[src/rtl/mips150_uart_mmio.sv]
// Memory-mapped, FIFO-buffered 8N1 UART for the MIPS150 data bus.
// Provides STATUS/RXDATA/TXDATA words, sticky error flags and an RX-pending interrupt.
module mips150_uart_mmio #(
   parameter int CLOCK_FREQ = 50000000,
   parameter int BAUD_RATE  = 115200,
   parameter int TX_DEPTH   = 8,
   parameter int RX_DEPTH   = 8
) (
   input  logic        clk,
   input  logic        rst,
   input  logic [1:0]  addr,
   input  logic        rd_en,
   input  logic        wr_en,
   input  logic [7:0]  wdata,
   output logic [31:0] rdata,
   output logic        rx_irq,
   input  logic        serial_rx,
   output logic        serial_tx
);

   localparam int CLKS_PER_BIT = CLOCK_FREQ / BAUD_RATE;
   localparam int CW  = $clog2(CLKS_PER_BIT);
   localparam int TAW = $clog2(TX_DEPTH);
   localparam int RAW = $clog2(RX_DEPTH);
   localparam logic [CW-1:0]  BIT_LAST  = CW'(CLKS_PER_BIT - 1);
   localparam logic [CW-1:0]  HALF_LAST = CW'(CLKS_PER_BIT / 2 - 1);
   // Stop bit is one cycle short in STOP: the IDLE pop cycle completes it.
   localparam logic [CW-1:0]  STOP_LAST = CW'(CLKS_PER_BIT - 2);
   localparam logic [TAW:0]   TX_FULL_CNT = (TAW+1)'(TX_DEPTH);
   localparam logic [RAW:0]   RX_FULL_CNT = (RAW+1)'(RX_DEPTH);

   typedef enum logic [1:0] {
      ST_IDLE  = 2'd0,
      ST_START = 2'd1,
      ST_DATA  = 2'd2,
      ST_STOP  = 2'd3
   } uart_state_e;

   function automatic logic [31:0] status_word(input logic tx_ready, input logic rx_valid,
                                               input logic ovf, input logic ferr, input logic busy,
                                               input logic [7:0] rx_cnt, input logic [7:0] tx_cnt);
      status_word = {8'd0, tx_cnt, rx_cnt, 3'd0, busy, ferr, ovf, rx_valid, tx_ready};
   endfunction

   logic [7:0]     tx_mem_r [TX_DEPTH];
   logic [TAW-1:0] tx_wptr_r, tx_rptr_r;
   logic [TAW:0]   tx_count_r;
   logic           tx_full_s, tx_empty_s, tx_push_s, tx_pop_s, tx_busy_s;

   uart_state_e    tx_state_r, tx_state_nx_s;
   logic [CW-1:0]  tx_cnt_r, tx_cnt_nx_s;
   logic [2:0]     tx_bit_r, tx_bit_nx_s;
   logic [7:0]     tx_shift_r, tx_shift_nx_s;
   logic           serial_tx_r, serial_tx_nx_s;

   logic [7:0]     rx_mem_r [RX_DEPTH];
   logic [RAW-1:0] rx_wptr_r, rx_rptr_r;
   logic [RAW:0]   rx_count_r, rx_count_nx_s;
   logic           rx_full_s, rx_empty_s, rx_push_s, rx_pop_s;

   logic [1:0]     rx_sync_r;
   uart_state_e    rx_state_r, rx_state_nx_s;
   logic [CW-1:0]  rx_cnt_r, rx_cnt_nx_s;
   logic [2:0]     rx_bit_r, rx_bit_nx_s;
   logic [7:0]     rx_shift_r, rx_shift_nx_s;
   logic           rx_push_req_s, rx_ferr_set_s, rx_ovf_set_s;

   logic           rx_ovf_r, frame_err_r, rx_irq_r;
   logic [31:0]    rdata_r, rd_data_s;
   logic           clr_ovf_s, clr_ferr_s;

   assign tx_full_s  = (tx_count_r == TX_FULL_CNT);
   assign tx_empty_s = (tx_count_r == (TAW+1)'(0));
   assign rx_full_s  = (rx_count_r == RX_FULL_CNT);
   assign rx_empty_s = (rx_count_r == (RAW+1)'(0));
   assign tx_busy_s  = (tx_state_r != ST_IDLE) || !tx_empty_s;

   assign tx_push_s = wr_en && (addr == 2'd2) && !tx_full_s;
   assign rx_pop_s  = rd_en && (addr == 2'd1) && !rx_empty_s;
   // A pop on the same edge frees the slot, so a full FIFO can still accept.
   assign rx_push_s    = rx_push_req_s && (!rx_full_s || rx_pop_s);
   assign rx_ovf_set_s = rx_push_req_s && rx_full_s && !rx_pop_s;
   assign clr_ovf_s    = wr_en && (addr == 2'd0) && wdata[2];
   assign clr_ferr_s   = wr_en && (addr == 2'd0) && wdata[3];

   assign rdata     = rdata_r;
   assign rx_irq    = rx_irq_r;
   assign serial_tx = serial_tx_r;

   // Read-data mux for the registered bus response.
   always_comb begin
      rd_data_s = 32'd0;
      case (addr)
         2'd0: rd_data_s = status_word(!tx_full_s, !rx_empty_s, rx_ovf_r, frame_err_r, tx_busy_s,
                                       8'(rx_count_r), 8'(tx_count_r));
         2'd1: begin
            if (!rx_empty_s) rd_data_s = {24'd0, rx_mem_r[rx_rptr_r]};
            else             rd_data_s = 32'd0;
         end
         default: rd_data_s = 32'd0;
      endcase
   end

   // TX shifter next-state and line value.
   always_comb begin
      tx_state_nx_s  = tx_state_r;
      tx_cnt_nx_s    = tx_cnt_r;
      tx_bit_nx_s    = tx_bit_r;
      tx_shift_nx_s  = tx_shift_r;
      serial_tx_nx_s = serial_tx_r;
      tx_pop_s       = 1'b0;
      case (tx_state_r)
         ST_IDLE: begin
            serial_tx_nx_s = 1'b1;
            if (!tx_empty_s) begin
               tx_pop_s       = 1'b1;
               tx_shift_nx_s  = tx_mem_r[tx_rptr_r];
               tx_state_nx_s  = ST_START;
               tx_cnt_nx_s    = CW'(0);
               serial_tx_nx_s = 1'b0;
            end else begin
               tx_cnt_nx_s = CW'(0);
            end
         end
         ST_START: begin
            if (tx_cnt_r == BIT_LAST) begin
               tx_state_nx_s  = ST_DATA;
               tx_cnt_nx_s    = CW'(0);
               tx_bit_nx_s    = 3'd0;
               serial_tx_nx_s = tx_shift_r[0];
            end else begin
               tx_cnt_nx_s = tx_cnt_r + CW'(1);
            end
         end
         ST_DATA: begin
            if (tx_cnt_r == BIT_LAST) begin
               tx_cnt_nx_s = CW'(0);
               if (tx_bit_r == 3'd7) begin
                  tx_state_nx_s  = ST_STOP;
                  serial_tx_nx_s = 1'b1;
               end else begin
                  tx_bit_nx_s    = tx_bit_r + 3'd1;
                  tx_shift_nx_s  = {1'b0, tx_shift_r[7:1]};
                  serial_tx_nx_s = tx_shift_r[1];
               end
            end else begin
               tx_cnt_nx_s = tx_cnt_r + CW'(1);
            end
         end
         ST_STOP: begin
            serial_tx_nx_s = 1'b1;
            if (tx_cnt_r == STOP_LAST) begin
               tx_state_nx_s = ST_IDLE;
               tx_cnt_nx_s   = CW'(0);
            end else begin
               tx_cnt_nx_s = tx_cnt_r + CW'(1);
            end
         end
         default: begin
            tx_state_nx_s  = ST_IDLE;
            serial_tx_nx_s = 1'b1;
         end
      endcase
   end

   // RX deserialiser next-state, sampling on the synchronised line.
   always_comb begin
      rx_state_nx_s = rx_state_r;
      rx_cnt_nx_s   = rx_cnt_r;
      rx_bit_nx_s   = rx_bit_r;
      rx_shift_nx_s = rx_shift_r;
      rx_push_req_s = 1'b0;
      rx_ferr_set_s = 1'b0;
      case (rx_state_r)
         ST_IDLE: begin
            if (rx_sync_r[1] && !rx_sync_r[0]) begin
               rx_state_nx_s = ST_START;
               rx_cnt_nx_s   = CW'(0);
            end else begin
               rx_cnt_nx_s = CW'(0);
            end
         end
         ST_START: begin
            if (rx_cnt_r == HALF_LAST) begin
               rx_cnt_nx_s = CW'(0);
               rx_bit_nx_s = 3'd0;
               if (!rx_sync_r[1]) rx_state_nx_s = ST_DATA;
               else               rx_state_nx_s = ST_IDLE;
            end else begin
               rx_cnt_nx_s = rx_cnt_r + CW'(1);
            end
         end
         ST_DATA: begin
            if (rx_cnt_r == BIT_LAST) begin
               rx_cnt_nx_s   = CW'(0);
               rx_shift_nx_s = {rx_sync_r[1], rx_shift_r[7:1]};
               if (rx_bit_r == 3'd7) rx_state_nx_s = ST_STOP;
               else                  rx_bit_nx_s   = rx_bit_r + 3'd1;
            end else begin
               rx_cnt_nx_s = rx_cnt_r + CW'(1);
            end
         end
         ST_STOP: begin
            if (rx_cnt_r == BIT_LAST) begin
               rx_state_nx_s = ST_IDLE;
               rx_cnt_nx_s   = CW'(0);
               if (rx_sync_r[1]) rx_push_req_s = 1'b1;
               else              rx_ferr_set_s = 1'b1;
            end else begin
               rx_cnt_nx_s = rx_cnt_r + CW'(1);
            end
         end
         default: rx_state_nx_s = ST_IDLE;
      endcase
   end

   // RX occupancy after this edge, shared by the count register and the interrupt.
   always_comb begin
      case ({rx_push_s, rx_pop_s})
         2'b10:   rx_count_nx_s = rx_count_r + (RAW+1)'(1);
         2'b01:   rx_count_nx_s = rx_count_r - (RAW+1)'(1);
         default: rx_count_nx_s = rx_count_r;
      endcase
   end

   // FIFO storage; contents are only observable through valid pointers.
   always_ff @(posedge clk) begin
      if (tx_push_s) tx_mem_r[tx_wptr_r] <= wdata;
      if (rx_push_s) rx_mem_r[rx_wptr_r] <= rx_shift_r;
   end

   // TX FIFO pointers, count and shifter state.
   always_ff @(posedge clk or negedge rst) begin
      if (!rst) begin
         tx_wptr_r   <= TAW'(0);
         tx_rptr_r   <= TAW'(0);
         tx_count_r  <= (TAW+1)'(0);
         tx_state_r  <= ST_IDLE;
         tx_cnt_r    <= CW'(0);
         tx_bit_r    <= 3'd0;
         tx_shift_r  <= 8'd0;
         serial_tx_r <= 1'b1;
      end else begin
         if (tx_push_s) tx_wptr_r <= tx_wptr_r + TAW'(1);
         if (tx_pop_s)  tx_rptr_r <= tx_rptr_r + TAW'(1);
         case ({tx_push_s, tx_pop_s})
            2'b10:   tx_count_r <= tx_count_r + (TAW+1)'(1);
            2'b01:   tx_count_r <= tx_count_r - (TAW+1)'(1);
            default: tx_count_r <= tx_count_r;
         endcase
         tx_state_r  <= tx_state_nx_s;
         tx_cnt_r    <= tx_cnt_nx_s;
         tx_bit_r    <= tx_bit_nx_s;
         tx_shift_r  <= tx_shift_nx_s;
         serial_tx_r <= serial_tx_nx_s;
      end
   end

   // RX synchroniser, deserialiser state, FIFO pointers and sticky flags.
   always_ff @(posedge clk or negedge rst) begin
      if (!rst) begin
         rx_sync_r   <= 2'b11;
         rx_state_r  <= ST_IDLE;
         rx_cnt_r    <= CW'(0);
         rx_bit_r    <= 3'd0;
         rx_shift_r  <= 8'd0;
         rx_wptr_r   <= RAW'(0);
         rx_rptr_r   <= RAW'(0);
         rx_count_r  <= (RAW+1)'(0);
         rx_ovf_r    <= 1'b0;
         frame_err_r <= 1'b0;
      end else begin
         rx_sync_r  <= {rx_sync_r[0], serial_rx};
         rx_state_r <= rx_state_nx_s;
         rx_cnt_r   <= rx_cnt_nx_s;
         rx_bit_r   <= rx_bit_nx_s;
         rx_shift_r <= rx_shift_nx_s;
         if (rx_push_s) rx_wptr_r <= rx_wptr_r + RAW'(1);
         if (rx_pop_s)  rx_rptr_r <= rx_rptr_r + RAW'(1);
         rx_count_r <= rx_count_nx_s;
         // A new error on the same edge as a clear wins, so no event is lost.
         if (rx_ovf_set_s)   rx_ovf_r <= 1'b1;
         else if (clr_ovf_s) rx_ovf_r <= 1'b0;
         else                rx_ovf_r <= rx_ovf_r;
         if (rx_ferr_set_s)   frame_err_r <= 1'b1;
         else if (clr_ferr_s) frame_err_r <= 1'b0;
         else                 frame_err_r <= frame_err_r;
      end
   end

   // Registered bus read data and interrupt.
   always_ff @(posedge clk or negedge rst) begin
      if (!rst) begin
         rdata_r  <= 32'd0;
         rx_irq_r <= 1'b0;
      end else begin
         if (rd_en) rdata_r <= rd_data_s;
         else       rdata_r <= rdata_r;
         rx_irq_r <= (rx_count_nx_s != (RAW+1)'(0));
      end
   end

endmodule

[config.mk]
export PLATFORM = sky130hd
export DESIGN_NAME = mips150_uart_mmio
export DESIGN_NICKNAME = d
export VERILOG_FILES = /design/src/rtl/mips150_uart_mmio.sv
export SDC_FILE = /design/constraint.sdc
export NUM_CORES = 1
export LEC_CHECK = 0
export ABC_AREA = 1
export ABC_CLOCK_PERIOD_IN_PS = 3100
export CELL_PAD_IN_SITES_DETAIL_PLACEMENT = 1
export CELL_PAD_IN_SITES_GLOBAL_PLACEMENT = 1
export CORE_UTILIZATION = 40
export DETAILED_ROUTE_END_ITERATION = 7
export PLACE_DENSITY = 0.66
export SLEW_MARGIN = 20
export SYNTH_ARGS = -nofsm -noshare
export SYNTH_HDL_FRONTEND = slang
export SYNTH_SLANG_ARGS = --single-unit
export TNS_END_PERCENT = 30
[constraint.sdc]
create_clock -name clk -period 3.1 [get_ports clk]
set_input_delay 0.465 -clock clk [delete_from_list [all_inputs] [get_ports clk]]
set_output_delay 0.465 -clock clk [all_outputs]
set_load 0.1 [all_outputs]
==> results of run 1 <==
[per-layer routing]
layer  up-vias  part of all wire, %  wire (µm)
met1      3185                   44       9720
met2        71                   51      11200
met5         -                    0          0
met3        37                  2.9        637
li1       3100                    -          -
met4         0                  2.7        605
[flip-flops by register name (all words and copies together) (netlist names), 3 cells and up, named ones only]
signal,cells
rx_rptr_r,3
tx_bit_r,3
tx_wptr_r,3
rx_cnt_r,9
rx_shift_r,8
rx_mem_r,64
tx_count_r,4
tx_rptr_r,3
tx_mem_r,64
rx_bit_r,3
rdata,16
rx_wptr_r,3
rx_count_r,4
tx_shift_r,8
tx_cnt_r,9
[final cells by class]
cell class / instances / area, µm² / area share, %
Clock buffer: 36 / 676 / 6.24
Clock inverter: 8 / 101 / 0.935
Inverter: 82 / 308 / 2.84
Multi-Input combinational cell: 558 / 2900 / 26.8
Sequential cell: 214 / 6000 / 55.4
Tap cell: 313 / 392 / 3.61
Timing Repair Buffer: 57 / 460 / 4.25
[cell usage after synthesis (all sizes together)]
cell type / n / area [µm²]
o221ai: 9 / 78.8
o22ai: 14 / 87.6
nor3b: 1 / 7.51
o21ai: 96 / 488
o21a: 1 / 7.51
xor2: 11 / 96.3
o31ai: 3 / 22.5
or2: 1 / 6.26
clkinv: 3 / 11.3
edfxtp: 128 / 3840
buf: 27 / 174
dfrtp: 83 / 2080
fa: 1 / 20.0
conb: 1 / 3.75
nand2: 148 / 581
o211ai: 8 / 60.1
clkbuf: 12 / 45.0
inv: 79 / 297
nand4: 9 / 62.6
a31oi: 2 / 12.5
a21oi: 23 / 115
nor3: 13 / 70.1
xnor2: 3 / 26.3
a211oi: 1 / 7.51
ha: 23 / 288
a32o: 3 / 30.0
dfstp: 3 / 78.8
mux2: 2 / 22.5
nand3: 53 / 283
nor2: 117 / 467
[final timing paths]
kind / to / slack (ns) / from
min reg2reg: rx_sync_r[1] / 0.39 / rx_sync_r[0]
max reg2reg: tx_count_r[3] / 0.67 / tx_state_r[0]
min in group clk: rx_sync_r[0] / 0.34 / serial_rx
min: tx_cnt_r[4] / 0.02 / rst
max: tx_count_r[3] / 0.67 / tx_state_r[0]
max in group asynchronous: serial_tx / 2.29 / rst
[logic make-up after synthesis]
logic type / after synthesis
and+or+nand+nor: 342
DFF: 214
AOI/OAI and AO/OA: 160
buffers and inverters: 121
adders and majority gates: 24
xor gates and xnor gates: 14
muxes: 2
other: 1
[report_power, final]
group	switching [W]	internal, W	total (W)
Combinational	0.00127	0.000488	0.00176
Clock	0.00111	0.00167	0.00279
Sequential	0.000216	0.00321	0.00342
Total	0.00260	0.00537	0.00797
[through the flow]
stage	instance area [µm²]	std cells	power (W)	setup slack (ns)	utilization [%]
after floorplan	9430	893	0.00471	0.977	-
after global placement	10100	1224	0.00521	0.471	44.2
after detailed placement	10100	1224	0.00526	0.412	44.2
after CTS	10800	1268	0.00807	0.707	47.6
after global routing	10800	1268	0.00839	0.528	47.6
final	10800	1268	0.00797	0.673	47.6
[layout by cell type (no fill, tap or decap), drive strengths merged, types with 2 or more instances in the layout]
cell / netlist / routed
a21oi: 23 / 23
a31oi: 2 / 2
a32o: 3 / 3
buf: 27 / 44
bufinv: 0 / 2
clkbuf: 12 / 36
clkdlybuf4s50: 0 / 13
clkinv: 3 / 9
conb: 1 / 16
dfrtp: 83 / 83
dfstp: 3 / 3
edfxtp: 128 / 128
ha: 23 / 23
inv: 79 / 79
mux2: 2 / 2
nand2: 148 / 148
nand3: 53 / 53
nand4: 9 / 9
nor2: 117 / 117
nor3: 13 / 13
o211ai: 8 / 8
o21ai: 96 / 96
o221ai: 9 / 9
o22ai: 14 / 14
o31ai: 3 / 3
xnor2: 3 / 3
xor2: 11 / 11
[critical path, delay by kind of cell, from the launching register on]
kind | cells | cell delay (ns)
compound gates | 1 | 0.23
buf+inv | 2 | 0.24
simple gates | 6 | 0.51
xor+xnor | 1 | 0.14
fa+ha+maj | 3 | 0.80
flops | 1 | 0.40
==> impl_metrics.json, run 1 <==
{
  "groute.usage.overall_pct": 19.1,
  "met1_usage_pct": 23.7,
  "cts_max_level": 1,
  "cts_buffers": 24,
  "avgSynthCellArea_um2": 10.7,
  "grt_pass1_vias": 6603,
  "vias": 6393,
  "antenna_found_initial": 0,
  "ios": 49,
  "slew_viol_final": 0,
  "drv_cap": 0,
  "drt-initial-drc-count": 296,
  "port_buffers": 32,
  "vdd_drop_max_v": 0.000408,
  "grt_overflow": 0,
  "setup_violations": 0,
  "busiest_layer": "met2",
  "synth_top_family_by_area": "simple AND/OR/NAND/NOR gates",
  "hold_ws_ns": 0.0152,
  "period_needed_ns": 2.43,
  "synthAdderAreaFrac_pct": 3.29,
  "grt_max_degree": 58,
  "drive_gt1_share_pct": 10.8,
  "dieArea_mm2": 0.0240,
  "wl_um": 22200,
  "std_cell_rows": 55,
  "core_area_mm2": 0.0228,
  "crit_fanout": 5,
  "cp-start-kind": "flop",
  "cts.sinks": 214,
  "dpl.hpwl_um": 15200,
  "rsz0062_at_grt": "false",
  "crit_arrival_ns": 2.82,
  "remaining_drc_errors": 0,
  "grt_pass1_wl_um": 35600,
  "fillCellCount": 2496,
  "globalRouteMet2Util_pct": 34.3,
  "area_delta_synth_final_pct": 15.7,
  "cts_tree": "yes",
  "start_util_pct": 41.1,
  "gp_congestion": 0.746,
  "slowest_stage": "dfrtp_1",
  "clock_path_buffers": 3,
  "powerDensity_mw_per_mm2": 736,
  "ys_types": 43,
  "post_drt_wl_per_cell_um": 17.5,
  "synth-simple-area-share_pct": 15.8,
  "die_h_um": 155,
  "hold_buffers": 0,
  "ant_nets": 0,
  "antennaDiodeCount": 0,
  "drt-vias-per-instance": 5.04,
  "synthXorXnorAreaFrac_pct": 1.31,
  "layout.nets": 976,
  "post-cts-setup-buffers": 0,
  "clk_latency_ns": 0.53,
  "path_clk_slew_ns": 0.06,
  "netlist_area_mm2": 0.00937,
  "clockRootBuffer": "clkbuf_16",
  "cp-end-kind": "flop",
  "cp_cell_sequence": "inv_1 -> ha_1 -> nand2_1 -> inv_1 -> ha_1 -> ha_1 -> nand2_1 -> nor2_1 -> a211oi_1 -> nor2_1 -> nor2_1 -> nand2_1 -> xor2_1",
  "cpPeakStageDelay_ns": 0.40,
  "ys_seq_area_share_pct": 64.0,
  "syn_inst": 878,
  "hold_viol_final": 0,
  "rr_worst_depth": 13,
  "fin_crit_sh_pct": 78.3,
  "status": "completed",
  "ys_ff_latch": 214,
  "fmax_ghz": 0.412,
  "synthMuxAreaShare_pct": 0.240,
  "finalClockSkew_ns": 0.0227,
  "dr.pass1.iters": 4,
  "cts_resized": 0,
  "critPathKind": "flop to flop",
  "worst_pin_slew_ns": 0.843,
  "yosys_warnings": 0,
  "relSlewSlack_pct": 43.8,
  "synth_compound_area_share_pct": 9.71,
  "hp-class": "input pin to asynchronous set/reset pin",
  "tns_ns": 0,
  "cp.required_ns": 3.50,
  "gr-usage-met3_pct": 2.81,
  "leakagePower_nw": 4.53,
  "die-width_um": 155
}
No activity file was read; power rests on OpenSTA's default activity.
==> run 2: changes to the inputs <==
--- a/config.mk
+++ b/config.mk
@@ -6,7 +6,7 @@
 export NUM_CORES = 1
 export LEC_CHECK = 0
 export ABC_AREA = 1
-export ABC_CLOCK_PERIOD_IN_PS = 3100
+export ABC_CLOCK_PERIOD_IN_PS = 2400
 export CELL_PAD_IN_SITES_DETAIL_PLACEMENT = 1
 export CELL_PAD_IN_SITES_GLOBAL_PLACEMENT = 1
 export CORE_UTILIZATION = 40
==> constraint.sdc (replaced) <==
create_clock -name clk -period 2.4 [get_ports clk]
set_input_delay 0.36 -clock clk [delete_from_list [all_inputs] [get_ports clk]]
set_output_delay 0.36 -clock clk [all_outputs]
set_load 0.1 [all_outputs]
==> run 2 against run 1 <==
  * Largest power group unchanged
  * Count of clock-buffer cells in the layout fell by 6
  * Sequential power rose by 28%
  * Critical endpoint unchanged
  * Cell count rose by 1.9%
  * Die area did not move
==> impl_metrics.json, run 2 (synthesized netlist as in run 1, its figures left out) <==
{
  "drt-vias-per-instance": 4.98,
  "period_needed_ns": 2.21,
  "grt_pass1_wl_um": 36800,
  "leakagePower_nw": 4.67,
  "port_buffers": 32,
  "dr.pass1.iters": 4,
  "clk_latency_ns": 0.51,
  "clockRootBuffer": "clkbuf_16",
  "die-width_um": 155,
  "grt_pass1_vias": 6842,
  "grt_max_degree": 41,
  "dpl.hpwl_um": 15500,
  "cts_max_level": 1,
  "layout.nets": 1000,
  "cts.sinks": 214,
  "crit_arrival_ns": 2.61,
  "hold_viol_final": 0,
  "status": "completed",
  "remaining_drc_errors": 0,
  "p_comb_share_pct": 22.1,
  "antennaDiodeCount": 0,
  "r2r_slack_ns": 0.19,
  "power.internal_w": 0.00716,
  "final_cell_mix": "nand2_1 (141), edfxtp_1 (128), nor2_1 (111)",
  "setup_violations": 0,
  "seq_power_share_pct": 41.6,
  "crit_fanout": 4,
  "ant_nets": 0,
  "cts_buffers": 25,
  "r2r_start": "tx_count_r[1]",
  "fillCellCount": 2481,
  "area_delta_synth_final_pct": 18.4,
  "slowest_stage": "dfrtp_2",
  "critPathKind": "flop to flop",
  "cp_cell_sequence": "nor2_2 -> nand3_1 -> nand2_2 -> inv_1 -> ha_1 -> ha_1 -> nand2_1 -> nor2_1 -> a211oi_2 -> nor2_1 -> nor2_1 -> nand2_1 -> xor2_1",
  "hp-start": "serial_rx",
  "finalClockSkew_ns": 0.0103,
  "antenna_found_initial": 0,
  "dieArea_mm2": 0.0240,
  "die_h_um": 155,
  "std_cell_rows": 55,
  "clkPwrFrac_pct": 36.3,
  "multi_input_area_mm2": 0.00291,
  "drive_gt1_share_pct": 13.1,
  "p_sw_share_pct": 31.9,
  "seqCellArea_mm2": 0.00600,
  "crit_end": "tx_count_r[3]",
  "hp-class": "input pin to flop",
  "tns_ns": 0,
  "drv_cap": 0,
  "layout_commonest_cell": "nand2_1",
  "p_sw_w": 0.00336,
  "cpPeakStageDelay_ns": 0.44,
  "powerDensity_mw_per_mm2": 948,
  "ios": 49,
  "post_drt_wl_per_cell_um": 17.4,
  "grt_overflow": 0,
  "rr_worst_depth": 13,
  "wl_um": 22500,
  "path_clk_slew_ns": 0.06,
  "fin_crit_sh_pct": 92.1,
  "cp-end-kind": "flop",
  "cpMostUsedCell": "nor2_1",
  "vdd_drop_max_v": 0.000824,
  "slew_viol_final": 0,
  "cp.required_ns": 2.80,
  "gp_congestion": 0.789,
  "start_util_pct": 41.1,
  "core_area_mm2": 0.0228,
  "relSlewSlack_pct": 62.8,
  "r2r_end": "tx_count_r[3]",
  "clock_path_buffers": 3,
  "hold_ws_ns": 0.262,
  "cp-start-kind": "flop",
  "vias": 6440,
  "fmax_ghz": 0.452,
  "drt-initial-drc-count": 232,
  "postLayoutCoreUtil_pct": 48.7,
  "cts_tree": "yes",
  "worst_pin_slew_ns": 0.557,
  "startpoint": "tx_count_r[1]",
  "groute.usage.overall_pct": 19.6
}
-- run 2: changes by cell type in the layout (fill, tap and decap cells not counted), moves of 3 or more --
cell and change:
clkinv_1 +7, clkinv_2 -3, buf_4 +20, clkbuf_1 -5
-- run 2: worst min-delay path by stage --
stage | to | cells past startpoint
finish | rx_sync_r[0] | 1
global route | rx_sync_r[0] | 1
CTS | rx_sync_r[0] | 1
detailed placement | tx_cnt_r[5] | 1
global placement | tx_cnt_r[5] | 1
floorplan | asynchronous set/reset pin | 0
-- run 2: final cells by class --
type	instances	share of cell area [%]
multi-input cells	558	26.2
clock buffers	30	5.90
well taps	313	3.53
clock inverters	15	1.56
flip-flops and latches	214	54.1
repair buffers	80	5.95
inverters	82	2.77
-- run 2: metrics by stage --
| stage | total power, W | cells | area (µm²) | setup WS (ns) |
|---|---|---|---|---|
| after global routing | 0.0111 | 1292 | 11100 | -0.00618 |
| final | 0.0105 | 1292 | 11100 | 0.190 |
| after global placement | 0.00674 | 1243 | 10200 | 0.0248 |
| after CTS | 0.0106 | 1289 | 11100 | 0.0764 |
| after floorplan | 0.00608 | 893 | 9430 | 0.277 |
| after detailed placement | 0.00679 | 1243 | 10200 | -0.0489 |
-- run 2: critical path, delay by kind of cell, from the launching register on --
kind            cells  cell delay (ns)
flops               1             0.44
fa+ha+maj           2             0.55
xor+xnor            1             0.14
compound gates      1             0.17
buf+inv             1             0.09
simple gates        8             0.71
-- run 2: what timing repair did --
| action | in CTS | in global routing |
|---|---|---|
| gates resized for setup | 0 | 4 |
| hold endpoints to repair | 32 | 0 |
| setup buffers | 0 | 3 |
| endpoints found under the setup margin | 0 | 1 |
| hold buffers | 1 | 0 |
-- run 2: routing by layer --
metal | global-route usage (%) | share of wire (%)
met1 | 25.0 | 44
met2 | 35.1 | 51
met3 | 2.76 | 2.6
met4 | 4.57 | 2.1
met5 | 0 | 0
-- run 2: power by group through the flow --
stage,combinational (W),sequential (W),clock [W]
after global placement,0.00230,0.00444,0
after global routing,0.00259,0.00442,0.00404
after detailed placement,0.00234,0.00445,0
final,0.00233,0.00438,0.00381
after CTS,0.00236,0.00438,0.00390
after floorplan,0.00135,0.00474,0
==> run 3: changes to the inputs <==
--- a/config.mk
+++ b/config.mk
@@ -7,10 +7,13 @@
 export LEC_CHECK = 0
 export ABC_AREA = 1
 export ABC_CLOCK_PERIOD_IN_PS = 2400
+export CAP_MARGIN = 20
 export CELL_PAD_IN_SITES_DETAIL_PLACEMENT = 1
 export CELL_PAD_IN_SITES_GLOBAL_PLACEMENT = 1
 export CORE_UTILIZATION = 40
 export DETAILED_ROUTE_END_ITERATION = 7
+export GPL_ROUTABILITY_DRIVEN = 0
+export GPL_TIMING_DRIVEN = 0
 export PLACE_DENSITY = 0.66
 export SLEW_MARGIN = 20
 export SYNTH_ARGS = -nofsm -noshare
==> run 3 against run 2 <==
  * Combinational power grew 3%
  * Sequential cell count did not move
  * Die area unchanged
  * Core utilization increased by 0.060 points
  * Design area is 0.12% higher
==> impl_metrics.json, run 3 (synthesized netlist as in run 1, its figures left out) <==
{
  "leakagePower_nw": 4.69,
  "hp-class": "input pin to flop",
  "fmax_ghz": 0.424,
  "r2r_end": "tx_count_r[3]",
  "p_sw_w": 0.00345,
  "rr_worst_depth": 13,
  "cpPeakStageDelay_ns": 1.14,
  "r2r_slack_ns": 0.09,
  "hold_viol_final": 0,
  "multi_input_area_mm2": 0.00299,
  "crit_arrival_ns": 2.00,
  "crit_family": "buffers and inverters",
  "dieArea_mm2": 0.0240,
  "r2r_start": "tx_state_r[0]",
  "seqCellArea_mm2": 0.00600,
  "hp-start": "rd_en",
  "period_needed_ns": 2.36,
  "vias": 6469,
  "worst-path-buf-inv": 1,
  "ios": 49,
  "port_buffers": 31,
  "p_comb_share_pct": 22.9,
  "status": "completed",
  "setup_violations": 0,
  "slowest_stage": "clkdlybuf4s50_1",
  "dpl.hpwl_um": 16000,
  "post_drt_wl_per_cell_um": 18.0,
  "cts_buffers": 24,
  "layout.nets": 993,
  "std_cell_rows": 55,
  "die-width_um": 155,
  "relSlewSlack_pct": 28.2,
  "tns_ns": 0,
  "remaining_drc_errors": 0,
  "grt_pass1_vias": 6884,
  "dr.pass1.iters": 4,
  "grt_overflow": 0,
  "drt-initial-drc-count": 270,
  "cts_tree": "yes",
  "grt_max_degree": 70,
  "rsz0062_at_grt": "true",
  "hold_depth": 3,
  "hold_ws_ns": 0.211,
  "cts.sinks": 214,
  "powerDensity_mw_per_mm2": 944,
  "clock_path_buffers": 3,
  "wl_um": 23200,
  "layout_commonest_cell": "nand2_1",
  "clockRootBuffer": "clkbuf_16",
  "core_area_mm2": 0.0228,
  "drv_cap": 0,
  "cts_max_level": 1,
  "cp.required_ns": 2.04,
  "final_cell_mix": "nand2_1 (140), edfxtp_1 (128), nor2_1 (97)",
  "path_clk_slew_ns": 0.06,
  "whs_endpoint": "rdata[4]",
  "antennaDiodeCount": 0,
  "antenna_found_initial": 0,
  "fillCellCount": 2471,
  "finalClockSkew_ns": 0.00902,
  "crit_fanout": 2,
  "start_util_pct": 41.1,
  "vdd_drop_max_v": 0.000734,
  "power.internal_w": 0.00704,
  "drive_gt1_share_pct": 11.6,
  "groute.usage.overall_pct": 20.0,
  "dp_slack_ns": -0.469,
  "area_delta_synth_final_pct": 18.6,
  "critPathKind": "flop to primary output",
  "fin_crit_sh_pct": 98.2,
  "grt_pass1_wl_um": 37400,
  "cp-start-kind": "flop",
  "slew_viol_final": 0,
  "cp-end-kind": "primary output",
  "clkPwrFrac_pct": 35.6,
  "p_sw_share_pct": 32.9,
  "worst_pin_slew_ns": 1.08,
  "drt-vias-per-instance": 5.03,
  "clk_latency_ns": 0.51,
  "ant_nets": 0,
  "fin_ws_ns": 0.0435,
  "cp_cell_sequence": "clkdlybuf4s50_1",
  "die_h_um": 155,
  "seq_power_share_pct": 41.5
}
run 3: repair_timing:
action                     CTS  global route
hold buffers                 1             0
resized for setup           19            23
setup buffers                0             2
setup endpoints to repair   82           104
hold endpoints to repair    17             0
pin swaps                    0             4
cloned                       0             0
run 3: power groups by stage:
stage          Combinational [W]  Sequential (W)  Clock [W]
4_1_cts                  0.00243         0.00435    0.00382
6_report                 0.00240         0.00435    0.00374
5_1_grt                  0.00266         0.00439    0.00394
3_3_place_gp             0.00236         0.00442          0
3_5_place_dp             0.00242         0.00442          0
2_1_floorplan            0.00135         0.00474          0
run 3: worst max path at each step:
| stage | start | end | slack (ns) | cells past startpoint |
|---|---|---|---|---|
| after detailed placement | addr[1] | rx_mem_r[7][7] | -0.47 | 8 |
| after global routing | tx_count_r[1] | tx_count_r[3] | -0.09 | 12 |
| final | rdata[1] | rdata[1] | 0.04 | 1 |
| after CTS | rx_cnt_r[1] | rx_mem_r[4][5] | -0.23 | 8 |
| after global placement | rst | rx_bit_r[1] | -2.54 | 1 |
| after floorplan | tx_state_r[0] | tx_count_r[3] | 0.28 | 13 |
run 3: final cells by class:
type / count / area share [%]
sequential: 214 / 54.0
multi-input combinational: 558 / 26.9
clock buffer: 32 / 6.24
clock inverter: 12 / 1.08
timing repair buffer: 35 / 3.54
inverter: 82 / 2.77
tap: 313 / 3.52
buffer: 39 / 1.97
run 3: stage by stage:
step                total power, W  utilization [%]  cells  instance area [µm²]
global placement           0.00678             44.5   1237                10100
detailed placement         0.00684             44.6   1238                10200
finish                      0.0105             48.8   1285                11100
CTS                         0.0106             48.3   1283                11000
global route                0.0110             48.8   1285                11100
floorplan                  0.00608                -    893                 9430
run 3: metal layers:
metal | up-vias | routed length (µm) | share of wire [%] | track usage [%]
met5 | - | 0 | 0 | 0
met4 | 0 | 441 | 1.9 | 5.00
met3 | 30 | 632 | 2.7 | 2.76
met2 | 86 | 11900 | 51 | 35.8
met1 | 3220 | 10200 | 44 | 25.5
li1 | 3133 | - | - | -
